File: src/rtl/timer_count_ctrl_pkg.sv
// timer_pkg: shared types and constants for the 8-bit APB timer sequencing core.
//   Contents: FSM state enum (2-bit), control-register bit indices,
//   prescaler clock-select encodings, counter maximum and the tick mask helper.
//   Optional feature macro used by the core: TMR_ONESHOT_EN.
package timer_pkg;
    localparam int CNT_W_DEF = 8;
    localparam int DIV_W_DEF = 4;
    localparam logic [CNT_W_DEF-1:0] CNT_MAX = '1;
    localparam int CTRL_LOAD    = 7;
    localparam int CTRL_OS      = 6;
    localparam int CTRL_DOWN    = 5;
    localparam int CTRL_EN      = 4;
    localparam int CTRL_CKS_LSB = 0;
    typedef enum logic [1:0] {IDLE, LOAD, RUN, STOP} state_e;
    typedef enum logic [1:0] {CKS_DIV2, CKS_DIV4, CKS_DIV8, CKS_DIV16} cks_e;
    // Low (cks+1) bits set: the prescaler ticks when all of them are ones.
    function automatic logic [DIV_W_DEF-1:0] cks_mask(input cks_e cks);
        return DIV_W_DEF'((5'd2 << cks) - 5'd1);
    endfunction
endpackage

File: src/rtl/timer_count_ctrl_if.sv
// timer_count_ctrl_if: register-block <-> timer core signal bundle.
//   master (APB register block): drives ctrl_reg, tdr, ovf_clr, udf_clr;
//                                observes tcnt, tmr_ovf, tmr_udf, load_done.
//   slave  (timer_count_ctrl):   the mirror image.
interface timer_count_ctrl_if
    import timer_pkg::*;
#(
    parameter int CNT_W = CNT_W_DEF
);
    logic [7:0]       ctrl_reg;
    logic [CNT_W-1:0] tdr;
    logic             ovf_clr;
    logic             udf_clr;
    logic [CNT_W-1:0] tcnt;
    logic             tmr_ovf;
    logic             tmr_udf;
    logic             load_done;
    modport master (
        output ctrl_reg, tdr, ovf_clr, udf_clr,
        input  tcnt, tmr_ovf, tmr_udf, load_done
    );
    modport slave (
        input  ctrl_reg, tdr, ovf_clr, udf_clr,
        output tcnt, tmr_ovf, tmr_udf, load_done
    );
endinterface

File: src/rtl/timer_count_ctrl_prescaler.sv
// timer_prescaler: free-running PCLK divider producing the counter tick.
//   PCLK, PRESETn : clock, asynchronous active-low reset
//   clear         : zero the prescaler (wins over run)
//   run           : advance the prescaler every PCLK
//   cks           : divide select, 2/4/8/16
//   tick          : high in the cycle the low (cks+1) bits are all ones
module timer_prescaler
    import timer_pkg::*;
#(
    parameter int DIV_W = DIV_W_DEF
) (
    input  logic PCLK,
    input  logic PRESETn,
    input  logic clear,
    input  logic run,
    input  cks_e cks,
    output logic tick
);
    logic [DIV_W-1:0] presc_q, presc_d, mask;
    assign mask    = DIV_W'(cks_mask(cks));
    assign presc_d = clear ? '0 : run ? presc_q + DIV_W'(1) : presc_q;
    assign tick    = run && ((presc_q & mask) == mask);
    always_ff @(posedge PCLK or negedge PRESETn) begin
        if (!PRESETn) presc_q <= '0;
        else          presc_q <= presc_d;
    end
endmodule

File: src/rtl/timer_count_ctrl.sv
// timer_count_ctrl: sequencing core of the 8-bit APB timer (FSM, counter, sticky flags).
//   PCLK, PRESETn : clock, asynchronous active-low reset
//   bus (slave)   : ctrl_reg {load, one-shot, down, en, rsvd[1:0], cks[1:0]}, tdr,
//                   ovf_clr/udf_clr in; tcnt, tmr_ovf, tmr_udf, load_done out
//   Optional macro TMR_ONESHOT_EN: ctrl_reg[6] stops the counter in STOP after a wrap.
module timer_count_ctrl
    import timer_pkg::*;
#(
    parameter int CNT_W = CNT_W_DEF,
    parameter int DIV_W = DIV_W_DEF
) (
    input logic               PCLK,
    input logic               PRESETn,
    timer_count_ctrl_if.slave bus
);
    state_e           state_q, state_d;
    logic [CNT_W-1:0] cnt_q, cnt_d;
    logic             ovf_q, ovf_d, udf_q, udf_d;
    logic             load_q, load_d;
    logic             en, down, load_edge, run, tick, adv, wrap, stop_hit;
    cks_e             cks;
    assign en        = bus.ctrl_reg[CTRL_EN];
    assign down      = bus.ctrl_reg[CTRL_DOWN];
    assign cks       = cks_e'(bus.ctrl_reg[CTRL_CKS_LSB +: 2]);
    assign load_d    = bus.ctrl_reg[CTRL_LOAD];
    assign load_edge = load_d && !load_q;
    assign run       = state_q == RUN;
    // A tick only counts if RUN is kept this cycle: load edge and en drop both win.
    assign adv       = run && tick && en && !load_edge;
    assign wrap      = down ? cnt_q == '0 : cnt_q == {CNT_W{1'b1}};
`ifdef TMR_ONESHOT_EN
    assign stop_hit  = adv && wrap && bus.ctrl_reg[CTRL_OS];
    logic unused_ok;
    assign unused_ok = ^bus.ctrl_reg[3:2];
`else
    assign stop_hit  = 1'b0;
    logic unused_ok;
    assign unused_ok = ^{bus.ctrl_reg[3:2], bus.ctrl_reg[CTRL_OS]};
`endif
    timer_prescaler #(.DIV_W(DIV_W)) u_presc (
        .PCLK    (PCLK),
        .PRESETn (PRESETn),
        .clear   (!run),
        .run     (run),
        .cks     (cks),
        .tick    (tick)
    );
    always_ff @(posedge PCLK or negedge PRESETn) begin
        if (!PRESETn) begin
            state_q <= IDLE;
            cnt_q   <= '0;
            ovf_q   <= 1'b0;
            udf_q   <= 1'b0;
            load_q  <= 1'b0;
        end else begin
            state_q <= state_d;
            cnt_q   <= cnt_d;
            ovf_q   <= ovf_d;
            udf_q   <= udf_d;
            load_q  <= load_d;
        end
    end
    always_comb begin
        state_d = IDLE;
        case (state_q)
            IDLE:    state_d = load_edge ? LOAD : en ? RUN : IDLE;
            LOAD:    state_d = en ? RUN : IDLE;
            RUN:     state_d = load_edge ? LOAD : !en ? IDLE : stop_hit ? STOP : RUN;
`ifdef TMR_ONESHOT_EN
            STOP:    state_d = load_edge ? LOAD : en ? STOP : IDLE;
`endif
            default: state_d = IDLE;
        endcase
    end
    // Counter and flags; a set coinciding with its clear leaves the flag set.
    always_comb begin
        cnt_d = state_q == LOAD ? bus.tdr
              : adv ? (down ? cnt_q - CNT_W'(1) : cnt_q + CNT_W'(1))
              : cnt_q;
        ovf_d = (adv && !down && wrap) || (ovf_q && !bus.ovf_clr);
        udf_d = (adv && down && wrap) || (udf_q && !bus.udf_clr);
    end
    assign bus.tcnt      = cnt_q;
    assign bus.tmr_ovf   = ovf_q;
    assign bus.tmr_udf   = udf_q;
    assign bus.load_done = state_q == LOAD;
endmodule

File: src/flat_wrapper.sv
// flat-port wrapper written by rule: the top's interface ports become plain ports
module timer_count_ctrl_flat import timer_pkg::*;
#(
    parameter int CNT_W = CNT_W_DEF,
    parameter int DIV_W = DIV_W_DEF
)
  (PCLK, PRESETn, bus_ctrl_reg, bus_tdr, bus_ovf_clr, bus_udf_clr, bus_tcnt, bus_tmr_ovf, bus_tmr_udf, bus_load_done);
  timer_count_ctrl_if #(.CNT_W(CNT_W)) bus_i ();
  input logic PCLK;
  input logic PRESETn;
  input wire logic [$bits(bus_i.ctrl_reg)-1:0] bus_ctrl_reg;
  input wire logic [$bits(bus_i.tdr)-1:0] bus_tdr;
  input wire logic [$bits(bus_i.ovf_clr)-1:0] bus_ovf_clr;
  input wire logic [$bits(bus_i.udf_clr)-1:0] bus_udf_clr;
  output wire logic [$bits(bus_i.tcnt)-1:0] bus_tcnt;
  output wire logic [$bits(bus_i.tmr_ovf)-1:0] bus_tmr_ovf;
  output wire logic [$bits(bus_i.tmr_udf)-1:0] bus_tmr_udf;
  output wire logic [$bits(bus_i.load_done)-1:0] bus_load_done;
  assign bus_i.ctrl_reg = bus_ctrl_reg;
  assign bus_i.tdr = bus_tdr;
  assign bus_i.ovf_clr = bus_ovf_clr;
  assign bus_i.udf_clr = bus_udf_clr;
  assign bus_tcnt = bus_i.tcnt;
  assign bus_tmr_ovf = bus_i.tmr_ovf;
  assign bus_tmr_udf = bus_i.tmr_udf;
  assign bus_load_done = bus_i.load_done;
  timer_count_ctrl #(.CNT_W(CNT_W), .DIV_W(DIV_W)) u_core (.PCLK(PCLK), .PRESETn(PRESETn), .bus(bus_i));
endmodule
File: config.mk
export PLATFORM = sky130hd
export DESIGN_NAME = timer_count_ctrl_flat
export DESIGN_NICKNAME = d
export VERILOG_FILES = /design/src/rtl/timer_count_ctrl_pkg.sv /design/src/rtl/timer_count_ctrl_if.sv /design/src/rtl/timer_count_ctrl_prescaler.sv /design/src/rtl/timer_count_ctrl.sv /design/src/flat_wrapper.sv
export SDC_FILE = /design/constraint.sdc
export NUM_CORES = 1
export LEC_CHECK = 0
export BUFFER_PORTS_ARGS = -buffer_cell sky130_fd_sc_hd__clkbuf_2
export CAP_MARGIN = 30
export CORE_UTILIZATION = 55
export DETAILED_ROUTE_END_ITERATION = 12
export PLACE_DENSITY = 0.81
export SLEW_MARGIN = 20
export SYNTH_ARGS = -nofsm -noshare
export SYNTH_HDL_FRONTEND = slang
export SYNTH_SLANG_ARGS = --single-unit
File: constraint.sdc
create_clock -name PCLK -period 4.2 [get_ports PCLK]
set_input_delay 0.84 -clock PCLK [delete_from_list [all_inputs] [get_ports PCLK]]
set_output_delay 0.84 -clock PCLK [all_outputs]
set_load 0.02 [all_outputs]
After elaboration in Yosys (flattened, before gate mapping)
Index checks and enable logic that the tools add are counted.

word-level totals
  output and inout bits = 11
  word-level logic and storage cells = 46
  flip-flop bits (word level) = 17

cells by class
  bitwise gates (word level) = 1
  shifts and indexed selects = 1
  equal/unequal tests = 4
  reduce and logical (&&, ||, !) cells = 22
  muxes and demuxes = 8
  add/sub/neg operators = 4

operators by type and width
  kind                 count
  $mux 8               3
  $logic_and 1x1->1    11
  $add 8x1->8 const B  1
  $eq 8x8->1 const B   1
  $logic_not 8->1      1
  $sub 8x1->8 const B  1
  $logic_not 1->1      5
  $add 4x1->4 const B  1
  $and 4x4->4          1
  $eq 4x4->1           1
  $mux 2               2
  $mux 4               1
  $pmux 2 s2           1
  $shl 2x2->4 const A  1
  $sub 4x1->4 const B  1
  $eq 2x1->1 const B   1
  $eq 2x2->1 const B   1
  $logic_not 2->1      1
  $logic_or 1x1->1     2
  $reduce_bool 2->1    1
  $reduce_or 2->1      1
  $mux 1               1

Longest topological paths before layout
  word-level depth = 11
  gate-level depth with buffers = 7
  mapped depth without buffers = 7

Cells and area by module
From an unflattened synthesis, not the netlist that was laid out.

unflattened totals
  cells, all modules = 115
  area total of the unflattened synthesis = 1064.8 um^2

modules (own cells, without submodules)
  module            area each (um^2)  instances  cells an instance
  timer_count_ctrl  865.8             1          95
  timer_prescaler   198.9             1          20

Worst setup path before layout
OpenSTA, ideal clock, no wires.

  path type = input port to flip-flop
  start point = in bus_ctrl_reg[5]
  end point = reg u_core.cnt_q[7] (netlist: u_core.bus.tcnt[7])
  required time = 4064 ps
  setup time = 136 ps
  data arrival time = 2341 ps
  slack = 1723 ps
  cell stages on the path = 6
  buffers on the path = 0
  cell sequence = ha_1 -> a21o_1 -> a21oi_1 -> nand3_1 -> and4bb_2 -> or3b_2

on the way
  longest elaborated chain between the ends = 3

RTL lines
  what                  RTL line                text
  start, declared       flat_wrapper.sv:11      input wire logic [$bits(bus_i.ctrl_reg)-1:0] bus_ctrl_reg;
  $mux 8 (2 in a row)   timer_count_ctrl.sv:78  : adv ? (down ? cnt_q - CNT_W'(1) : cnt_q + CNT_W'(1))
  $mux 8                timer_count_ctrl.sv:77  cnt_d = state_q == LOAD ? bus.tdr
  end signal, assigned  timer_count_ctrl.sv:57  cnt_q <= cnt_d;
  end, declared         timer_count_ctrl.sv:17  logic [CNT_W-1:0] cnt_q, cnt_d;

Every way passes these cells. The select of a mux whose other input is x is not followed.
A chain may end at the register's enable or synchronous reset.

Final worst setup path
Ends and elaborated chain as after synthesis.

==> run metrics <==
crit path cell chain clkbuf_2 -> ha_1 -> a21o_1 -> a21oi_1 -> nand3_1 -> and4bb_2 -> or3b_2; Final Max Tran Viols 0; Setup CP Type in2reg; clk buf depth 2; largest cells by area after synthesis dfrtp_1 39%, ha_1 8.0%, a21oi_1 4.1%; Detailed Routing Iterations Pass 1 6; critical path data required time 4.38 ns; largest net degree at the start of global routing 18; Post-synth EDFFs 0; crit path launch type primary input; share of synthesized registers carrying an async set or reset 100%; GPL Wtd Cong 0.912; Fin Setup TNS 0 ns; RR Endpoint u_core.bus.tcnt[6]; Post-Synthesis Cell Area 1100 um2; DRT iter0 DRCs 36; post-CTS setup repair buffer count 0; Nets 179; reg2reg path depth 5; WL/cell 14.4 um; crit end category register; Tmin final 2.65 ns; Synth area leader dfrtp_1; vias in the first global route 953; CP Max Fanout 13; Initial Util 61.0%; syn_area_per_cell 9.00 um2; Final Hold Fails 0; Max Clk Rate 377 MHz; routed vias 1,031; Lkg Pwr 0.645 nW; Power Density 401 nW/um2; syn nets 150; post-synthesis sequential area ratio 38.7%; RSZ-0062 raised after global routing false; post-detail-place hpwl 1.88 mm; Peak VDD IR 0.216 mV; Finished Layout Cells 175; design area 1280 um2; # rows 15; global router's overall resource usage 25.7%; Reg2Reg Setup Slack 1.87 ns; Worst R2R Start u_core.state_q[0]; Ys Warns 0; flops & latches, synth 17; status completed; DR vias/cell 5.89; post-synth cell types 38; DP Area 1250 um2; CTS Buf Count 3; total grt overflow 0; Max Cap Violations 0; Die Ht 46.7 um; PortBufs 27; initial antenna violation count 0; crit path DAT 2.83 ns; global-route wire length before repair 3.99 mm; CTS tree done; max_slew headroom 63.3%; # H-tree levels 1; Post-synth top cells 17 x dfrtp_1, 12 x nor2_1, 10 x inv_1; antenna-violating nets left 0; share of the synthesized area in the top cell type 38.7%; Die W 46.7 um; clk_lat worst skew 0.29 ns; skew final 0.00171 ns; slew of the pin with the lowest slew margin 0.550 ns; Hold Buf Count CTS 0; Ports 31; Hold Crit Class in2async; Clock Sinks 17; final period utilization 63.1%; Synth Instances 122; clk root buf clkbuf_4; slowest cell on the critical path or3b_2; top_reg_cell synth dfrtp_1; Area Growth Syn to Fin 16.5%; ANT cells 0; Die ar. 2180 um2; DRC Markers 0; Placed Cells incl. Taps 171; WL final 2.52 mm; CP peak stage delay 0.45 ns; PostCTS Resize Cnt 0; final setup vio count 0; share of layout cells above drive strength 1 23.3%; Core ar. 1800 um2; Worst-path clk slew 0.10 ns; count leader, synth dfrtp_1
-- layer usage --
metal	vias up	share of wire (%)	wire [um]	GRT usage, %
met5	-	0	0	0
met1	493	45	1140	32.9
met4	0	0.40	10	10.3
met3	2	5.4	135	4.71
li1	493	-	-	-
met2	43	49	1230	42.5
-- how the worst max path moves through the flow --
stage	start	end	slack [ns]	depth (start not counted)
after global placement	bus_ctrl_reg[5]	u_core.bus.tcnt[7]	1.36	7
final	bus_ctrl_reg[5]	u_core.bus.tcnt[7]	1.55	7
after detailed placement	bus_ctrl_reg[5]	u_core.bus.tcnt[7]	1.28	7
after CTS	bus_ctrl_reg[5]	u_core.bus.tcnt[7]	1.59	7
after floorplan	bus_ctrl_reg[5]	u_core.bus.tcnt[7]	1.72	6
after global routing	bus_ctrl_reg[5]	u_core.bus.tcnt[7]	1.51	7
-- critical path, delay by kind of cell --
kind / cells / cell delay [ns]
AOI/OAI and AO/OA: 2 / 0.50
adders and majority gates: 1 / 0.40
buffers and inverters: 1 / 0.20
and+or+nand+nor: 3 / 0.89
-- cells in the final DEF (no fill, tap or decap), types with 3 or more instances in the layout --
master    synthesis  layout
clkbuf_2          0      27
dfrtp_1          17      17
nor2_1           12      12
inv_1            10      10
nand2_1           9       9
a21oi_1           9       9
o21ai_0           7       7
ha_1              7       7
xnor2_1           4       4
nand3_1           4       4
a21o_1            4       4
nand2b_1          3       3
nand4_1           3       3
o22ai_1           3       3
clkbuf_4          0       3
-- cell families (layout without fill, tap and decap cells) --
| kind of cell | Yosys count | in the layout | share of synthesized area (%) |
|---|---|---|---|
| flops | 17 | 17 | 38.7 |
| mux | 3 | 3 | 2.85 |
| fa+ha+maj | 8 | 8 | 9.79 |
| compound gates | 33 | 33 | 18.9 |
| buf+inv | 13 | 41 | 4.56 |
| xor+xnor | 5 | 5 | 3.99 |
| simple gates | 43 | 43 | 21.2 |
-- registers in the layout (all words and copies together) (netlist names) --
name	cells
u_core.bus.tcnt	8
u_core.u_presc.presc_q	4
u_core.state_q	2
u_core.bus.tmr_ovf	1
u_core.bus.tmr_udf	1
u_core.load_q	1
-- stage by stage --
step	hold WS, ns	utilization, %	setup WS [ns]	total power [mW]
after floorplan	0.450	-	1.72	0.357
after global placement	0.473	69.5	1.36	0.406
after detailed placement	0.486	69.5	1.28	0.420
after CTS	0.475	71.0	1.59	0.509
after global routing	0.491	71.0	1.51	0.549
final	0.471	71.0	1.55	0.513
-- layout make-up --
type | count | area, um2
Clock buffer | 3 | 22.5
Timing Repair Buffer | 27 | 135
Sequential cell | 17 | 425
Tap cell | 25 | 31.3
Fill cell | 151 | 522
Clock inverter | 1 | 5.00
Multi-Input combinational cell | 92 | 623
Inverter | 10 | 37.5
-- power breakdown --
group / leakage [nW] / switching [mW] / internal, mW
Clock: 0.0177 / 0.0548 / 0.0354
Combinational: 0.416 / 0.121 / 0.0878
Sequential: 0.211 / 0.0289 / 0.184
Total: 0.645 / 0.205 / 0.308
Power figures use the tool's default switching activity.
